File: config.mk
export PLATFORM = sky130hd
export DESIGN_NAME = arbitro_mem_dados
export DESIGN_NICKNAME = d
export VERILOG_FILES = /design/src/rtl/arbitro_mem_dados_pkg.sv /design/src/rtl/arbitro_rr2.sv /design/src/rtl/arbitro_mem_dados.sv
export SDC_FILE = /design/constraint.sdc
export NUM_CORES = 1
export LEC_CHECK = 0
export CORE_ASPECT_RATIO = 0.6
export CORE_MARGIN = 2
export CORE_UTILIZATION = 30
export CTS_BUF_LIST = sky130_fd_sc_hd__clkbuf_2
export DETAILED_ROUTE_END_ITERATION = 7
export PLACE_DENSITY = 0.68
export SYNTH_ARGS = -nofsm -noshare
export SYNTH_HDL_FRONTEND = slang
export SYNTH_HIERARCHICAL = 1
export SYNTH_SLANG_ARGS = --single-unit
File: constraint.sdc
create_clock -name clock -period 1.9 [get_ports clock]
set_clock_uncertainty 0.2 [all_clocks]
set_input_delay 0.38 -clock clock [delete_from_list [all_inputs] [get_ports clock]]
set_output_delay 0.38 -clock clock [all_outputs]
set_load 0.05 [all_outputs]
File: src/rtl/arbitro_mem_dados_pkg.sv
// Shared encodings for the data-RAM arbiter:
// FSM states and requester port ids.
package pkg_mem;

  typedef enum logic [1:0] {
    OCIOSO   = 2'd0,
    ACESSO   = 2'd1,
    RESPOSTA = 2'd2
  } estado_t;

  localparam logic PORTA_CPU   = 1'b0;
  localparam logic PORTA_CARGA = 1'b1;

endpackage

File: src/rtl/arbitro_rr2.sv
// Two-way round-robin winner select.
// On conflict the port that did not win last time gets the grant.
module arbitro_rr2
  import pkg_mem::*;
(
  input  logic req0,
  input  logic req1,
  input  logic ultimo,
  output logic vencedor,
  output logic conflito
);

  always_comb begin
    conflito = req0 & req1;
    vencedor = PORTA_CPU;
    unique case (1'b1)
      conflito:      vencedor = ~ultimo;
      req1 & ~req0:  vencedor = PORTA_CARGA;
      default:       vencedor = PORTA_CPU;
    endcase
  end

endmodule

File: src/rtl/arbitro_mem_dados.sv
// Arbiter and sequencer for the single-port data RAM.
// CPU (port 0) and loader (port 1) share it, 3 cycles per access.
module arbitro_mem_dados
  import pkg_mem::*;
#(
  parameter int LARGURA_END  = 32,
  parameter int LARGURA_DADO = 32,
  parameter int LARGURA_CONT = 16
) (
  input  logic                    clock,
  input  logic                    reiniciar,
  input  logic                    req0,
  input  logic                    we0,
  input  logic [LARGURA_END-1:0]  end0,
  input  logic [LARGURA_DADO-1:0] dado0,
  output logic                    ack0,
  input  logic                    req1,
  input  logic                    we1,
  input  logic [LARGURA_END-1:0]  end1,
  input  logic [LARGURA_DADO-1:0] dado1,
  output logic                    ack1,
  output logic [LARGURA_DADO-1:0] dado_lido,
  output logic                    mem_we,
  output logic [LARGURA_END-1:0]  mem_end,
  output logic [LARGURA_DADO-1:0] mem_dado,
  input  logic [LARGURA_DADO-1:0] mem_leitura,
  output logic                    ocupado,
  output logic [LARGURA_CONT-1:0] conflitos
);

  estado_t estado, prox;

  logic                    ultimo;
  logic                    lat_id;
  logic                    lat_we;
  logic [LARGURA_END-1:0]  lat_end;
  logic [LARGURA_DADO-1:0] lat_dado;
  logic                    vencedor;
  logic                    conflito;
  logic                    algum;

  assign algum = req0 | req1;

  arbitro_rr2 u_rr (
    .req0     (req0),
    .req1     (req1),
    .ultimo   (ultimo),
    .vencedor (vencedor),
    .conflito (conflito)
  );

  always_ff @(posedge clock) begin
    if (reiniciar) estado <= OCIOSO;
    else           estado <= prox;
  end

  always_comb begin
    prox = estado;
    unique case (estado)
      OCIOSO:   if (algum) prox = ACESSO;
      ACESSO:   prox = RESPOSTA;
      RESPOSTA: prox = OCIOSO;
      default:  prox = OCIOSO;
    endcase
  end

  always_ff @(posedge clock) begin
    if (reiniciar) begin
      ultimo    <= PORTA_CARGA;
      lat_id    <= PORTA_CPU;
      lat_we    <= 1'b0;
      lat_end   <= '0;
      lat_dado  <= '0;
      ack0      <= 1'b0;
      ack1      <= 1'b0;
      dado_lido <= '0;
      conflitos <= '0;
    end else begin
      unique case (estado)
        OCIOSO: begin
          if (algum) begin
            lat_id   <= vencedor;
            ultimo   <= vencedor;
            lat_we   <= vencedor ? we1   : we0;
            lat_end  <= vencedor ? end1  : end0;
            lat_dado <= vencedor ? dado1 : dado0;
          end
          if (conflito && !(&conflitos))
            conflitos <= conflitos + 1'b1;
        end
        ACESSO: begin
          dado_lido <= mem_leitura;
          ack0      <= (lat_id == PORTA_CPU);
          ack1      <= (lat_id == PORTA_CARGA);
        end
        RESPOSTA: begin
          ack0 <= 1'b0;
          ack1 <= 1'b0;
        end
        default: begin
          ack0 <= 1'b0;
          ack1 <= 1'b0;
        end
      endcase
    end
  end

  // Address/data stay parked on the latches so the RAM never sees glitches
  assign mem_we   = (estado == ACESSO) & lat_we & ~reiniciar;
  assign mem_end  = lat_end;
  assign mem_dado = lat_dado;
  assign ocupado  = (estado != OCIOSO);

endmodule
# --- Yosys cells after proc, flatten, opt, wreduce, memory -nomap -nowiden ---
# Cells that the tools add are included.
op_classes:
  n_addsub: 1
  n_eq_ne: 2
  n_mux: 8
  n_bitwise: 9
  n_reduce_logical: 7
ops:
  columns: ["cell", "count"]
  rows:
  - ["32-bit 2-to-1 mux", 2]
  - ["16-bit by 1-bit adder with 16-bit output, second input constant", 1]
  - ["16-bit AND reduction", 1]
  - ["1-bit one-hot mux with 2 select lines", 3]
  - ["1-bit AND", 4]
  - ["1-bit NOT", 4]
  - ["2-bit one-hot mux with 2 select lines", 1]
  - ["2-bit AND reduction", 2]
  - ["2-bit by 1-bit == test with 1-bit output, second input constant", 1]
  - ["2-bit logical NOT", 1]
  - ["2-bit 2-to-1 mux", 1]
  - ["2-bit != test, second input constant", 1]
  - ["2-bit nonzero test", 1]
  - ["1-bit logical AND", 1]
  - ["1-bit logical NOT", 1]
  - ["1-bit 2-to-1 mux", 1]
  - ["1-bit bitwise OR", 1]
word_totals:
  ff_bits: 119
  inputBits: 166
  output_inout_bits: 116
  word_cells: 37

# --- Logic depth before layout (Yosys ltp) ---
logic_depth:
  ltp_word: 4
  ltp_mapped: 8
  mapped_depth_nobuf: 5

# --- Hierarchy ---
# The synthesis kept the hierarchy.
by_module_without_submodules:
  columns: ["module", "instances", "cells_each", "area_each_um2"]
  rows:
  - ["arbitro_mem_dados", 1, 555, 4983.5]
  - ["arbitro_rr2", 1, 2, 17.5]

# --- Worst setup path after synthesis ---
# Ideal clock, no wire load.
synth_timing:
  kind: "reg-to-reg"
  from: "register conflitos[11]"
  to: "register conflitos[0]"
  setup_time_ps: 123
  t_arrival_ps: 1889
  required_time_ps: 1577
  slack_ps: -312
  path_stages_with_launch: 5
  n_path_buf: 0
  synth_period_minus_slack_ps: 2212
  path_cell_list: "dfxtp_1 -> nand4_2 -> nor4_4 -> nor2b_1 -> mux2_1"
synth_via:
  elab_chain_len: 4
synth_lines:
  columns: ["element", "line", "text"]
  rows:
  - ["start: declaration", "arbitro_mem_dados.sv:28", "output logic [LARGURA_CONT-1:0] conflitos"]
  - ["start signal: assignment", "arbitro_mem_dados.sv:89", "conflitos <= conflitos + 1'b1;"]
  - ["16-bit AND reduction", "arbitro_mem_dados.sv:88", "if (conflito && !(&conflitos))"]
  - ["1-bit logical NOT", "arbitro_mem_dados.sv:88", null]
  - ["1-bit logical AND", "arbitro_mem_dados.sv:88", null]
  - ["2-bit AND reduction (no source line)", null, null]
# No other way between the ends.
# A chain may end at the register's enable or synchronous reset.

# --- Worst setup path after layout ---
layout_timing:
  from: "register estado[1]"
  to: "output mem_we"
layout_via:
  elab_chain_len: 3
layout_lines:
  columns: ["element", "line", "text"]
  rows:
  - ["start: declaration", "arbitro_mem_dados.sv:31", "estado_t estado, prox;"]
  - ["start signal: assignment", "arbitro_mem_dados.sv:54", "else estado <= prox;"]
  - ["2-bit by 1-bit == test with 1-bit output", "arbitro_mem_dados.sv:109", "assign mem_we = (estado == ACESSO) & lat_we & ~reiniciar;"]
  - ["1-bit AND (2 in a row)", "arbitro_mem_dados.sv:109", null]
  - ["end: declaration", "arbitro_mem_dados.sv:23", "output logic mem_we,"]
# No other way between the ends.

==> results.md <==
- Outcome: finished with violations
- Violations in the final reports: setup timing
- Clock root buffer: clkbuf_2
- Kind of start point of the critical path: flop
- Core Box Area: 16300 um^2
- Residual DRC: 0
- Initial antenna violation count: 0
- Die Footprint: 17800 um^2
- Peak clock frequency supported by timing: 465 MHz
- Slew Limit Headroom: 64.0%
- DRT antenna net count: 0
- Area growth from synthesis to final layout: 82.0%
- Sequential cell fraction of total power: 39.4%
- Detailed-route via count: 5190
- Largest area contributor in the netlist: dfxtp_1
- Floorplan row count: 36
- Maximum number of pins on one net before global-route repair: 52
- Critical-path maximum fanout: 2
- Total of endpoints with negative setup slack in the final report: 15
- Required time of the critical path: 1.32 ns
- H-tree depth reported by CTS: 4
- Syn nets: 724
- Iter 0 DRT Violations: 292
- Dominant register cell in the synthesized netlist: dfxtp_1
- Time the worst path needs with I/O delays and setup: 2.15 ns
- Overall Global Routing Usage: 18.2%
- Vias per Instance: 4.65
- Cell area after layout: 9100 um^2
- Switching share of total power: 34.3%
- Actual slew at the worst max-slew pin: 0.536 ns
- Routability congestion estimate from global placement: 0.833
- Setup slack at placement: -0.512 ns
- R2R Setup Slk: -0.12 ns
- Cell-internal power: 4.74 mW
- Standard cell area after detailed placement: 8080 um^2
- Final worst path period share: 113%
- Effective utilization at floorplan: 30.8%
- Number of global-route vias before repair: 4793
- Post-route worst hold slack: 0.0625 ns
- Final-report hold violation count: 0
- First element of the critical path: estado[1]$_SDFFE_PP0P_
- Average wire length per cell after detail routing: 15.2 um
- Total power density per cell area: 793 nW/um^2
- Min-Delay Path Class: in -> reg
- Number of distinct library cells after synthesis: 31
- Share of post-route cells with drive strength above 1: 29.3%
- Syn Std Cell Area: 5000 um^2
- First-pass GRT wire length: 25.5 mm
- Category of the most critical setup path: reg -> out
- LEAKAGE: 3.69 nW
- Start of the worst register-to-register path: estado[1]$_SDFFE_PP0P_
- Num Clock Sinks: 119
- Count of fill cells added during filler insertion: 1523
- Clock Pin Slew Worst Setup and Hold Paths: 0.19 ns
- Count of buffers inserted at the top-level ports: 281
- Number of warning messages in the yosys log: 6
- Clock network fraction of total power: 27.6%
- Critical register-to-register path endpoint: conflitos[6]$_SDFFE_PP0P_
- Setup_tns: -1.29 ns
- Number of flops mapped to enable cells by yosys: 0
- TritonCTS clock tree: built
- Arrival time of the worst setup path: 1.57 ns
- Switching power: 2.47 mW
- Clock Path Buffers: 2
- Top post-synthesis cells by area: dfxtp_1, mux2i_1, a211oi_1, nor2_1, nand2_1
- Flop and latch count out of synthesis: 119
- Number of iterations in the first detailed-routing pass: 4
- Setup WS post-layout: -0.250 ns
- Width of the chip: 171 um
- Peak ir drop on the vdd network: 282 uV
- Total Wirelength: 17.0 mm
- Global-route congestion overflow total: 0
- Syn Inst Count: 557
- Worst reg2reg path depth: 8
- Share of total power in combinational logic: 33.0%
- CP Capture Type: output pin
- Antenna diode count: 0
- Area of the multi-input gates: 2550 um^2
- Crit path to: mem_we
- Vertical extent of the die: 104 um
- Fraction of the yosys area taken by sequential cells: 47.6%
- Setup repair after global routing missed its margin: yes
- Yosys top cell area share: 47.6%
- HPWL after DPL: 12.2 mm
- Top Ports: 282
- Number of clock buffers inserted by TritonCTS: 17
- Clock latency on the worst-skew pair: 0.65 ns
- Max Cap Violations: 0
- Share of synthesized registers carrying an async set or reset: 0%
- Final net count: 1042
- Register area: 2460 um^2
- Number of max-slew violations in the final report: 0
- Syn avg cell area: 8.98 um^2
sequential cells by signal (all words and copies together), names as in the netlist:
register	cells
lat_id	1
conflitos	16
mem_dado	32
ultimo	1
ack1	1
lat_we	1
dado_lido	32
mem_end	32
ack0	1
estado	2
timing repair:
action	in CTS	in global routing
gates cloned	0	1
buffers inserted	10	6
resized for setup	36	93
hold buffers	12	2
hold endpoints to repair	53	2
setup endpoints to repair	17	120
pin swaps	12	8
how the worst min path moves through the flow:
stage | start | endpoint | cells past startpoint
4_1_cts | reiniciar | estado[1]$_SDFFE_PP0P_ | 2
6_report | mem_leitura[6] | dado_lido[6]$_SDFFE_PP0N_ | 3
5_1_grt | mem_leitura[18] | dado_lido[18]$_SDFFE_PP0N_ | 3
2_1_floorplan | lat_id$_SDFFE_PP0P_ | lat_id$_SDFFE_PP0P_ | 2
3_5_place_dp | dado_lido[10]$_SDFFE_PP0N_ | dado_lido[10]$_SDFFE_PP0N_ | 2
3_3_place_gp | dado_lido[1]$_SDFFE_PP0N_ | dado_lido[1]$_SDFFE_PP0N_ | 2
logic make-up after synthesis:
group           synth area share, %
flops                          47.6
mux                            14.1
simple gates                   17.3
fa+ha+maj                     0.250
buf+inv                        4.10
compound gates                 16.6
stage by stage:
stage / cells / power [mW] / util (%)
3_3_place_gp: 1054 / 5.10 / 49.7
2_1_floorplan: 557 / 4.17 / -
6_report: 1116 / 7.22 / 56.0
5_1_grt: 1116 / 7.55 / 56.0
4_1_cts: 1108 / 7.18 / 53.6
3_5_place_dp: 1054 / 5.11 / 49.7
power by group through the flow:
stage	Combinational [mW]	Sequential, mW	Clock, mW
after floorplan	0.587	3.58	0
after global placement	2.22	2.87	0
after detailed placement	2.23	2.88	0
after CTS	2.30	2.82	2.06
after global routing	2.52	2.87	2.16
final	2.38	2.84	1.99
worst max-delay path: stages, from the launching register on:
cell	delay (ns)
dfxtp_4	0.38
nand2b_4	0.14
nor2_4	0.11
and2_4	0.16
buf_12	0.13
layout make-up:
cell class              count  area share (%)
well taps                 228            3.13
inverters                   3           0.124
flip-flops and latches    119            27.1
clock inverters            13            2.24
clock buffers              19            1.04
multi-input cells         389            28.0
repair buffers            345            38.4
routing by layer:
metal | global-route usage [%] | share of wire (%) | vias up | routed length (um)
met4 | 4.64 | 0.94 | 0 | 160
met2 | 27.9 | 46 | 175 | 7860
li1 | - | - | 2619 | -
met5 | 0 | 0 | - | 0
met1 | 24.8 | 46 | 2383 | 7780
met3 | 5.63 | 7.1 | 13 | 1200
layout by cell type (no fill, tap or decap), types with 3 or more instances in the layout:
cell and count:
clkdlybuf4s50_1 164, dfxtp_1 86, buf_4 83, nor2_1 73, nand2_1 72, mux2i_1 68, a211oi_1 66, buf_6 66
a21oi_1 42, clkbuf_2 19, dfxtp_2 17, dfxtp_4 16, dlygate4sd3_1 13, buf_12 12, o31ai_1 7, nand4_1 6
buf_8 6, or4_1 5, a21oi_2 5, bufinv_16 5, nand3_1 4, nor3_1 4, or4_4 3, o21ai_0 3
nand2b_1 3, clkinvlp_4 3
cells in the mapped netlist, drive strengths merged, types with 4 or more instances:
cell / count
nand2b: 4
buf: 19
dfxtp: 119
nor2b: 4
or4: 8
nand4: 7
nor3: 4
nand2: 74
a21oi: 47
a211oi: 66
mux2i: 68
clkbuf: 27
nand3: 4
o31ai: 9
nor2: 75
Note: power is estimated with default switching activity, not from simulation.
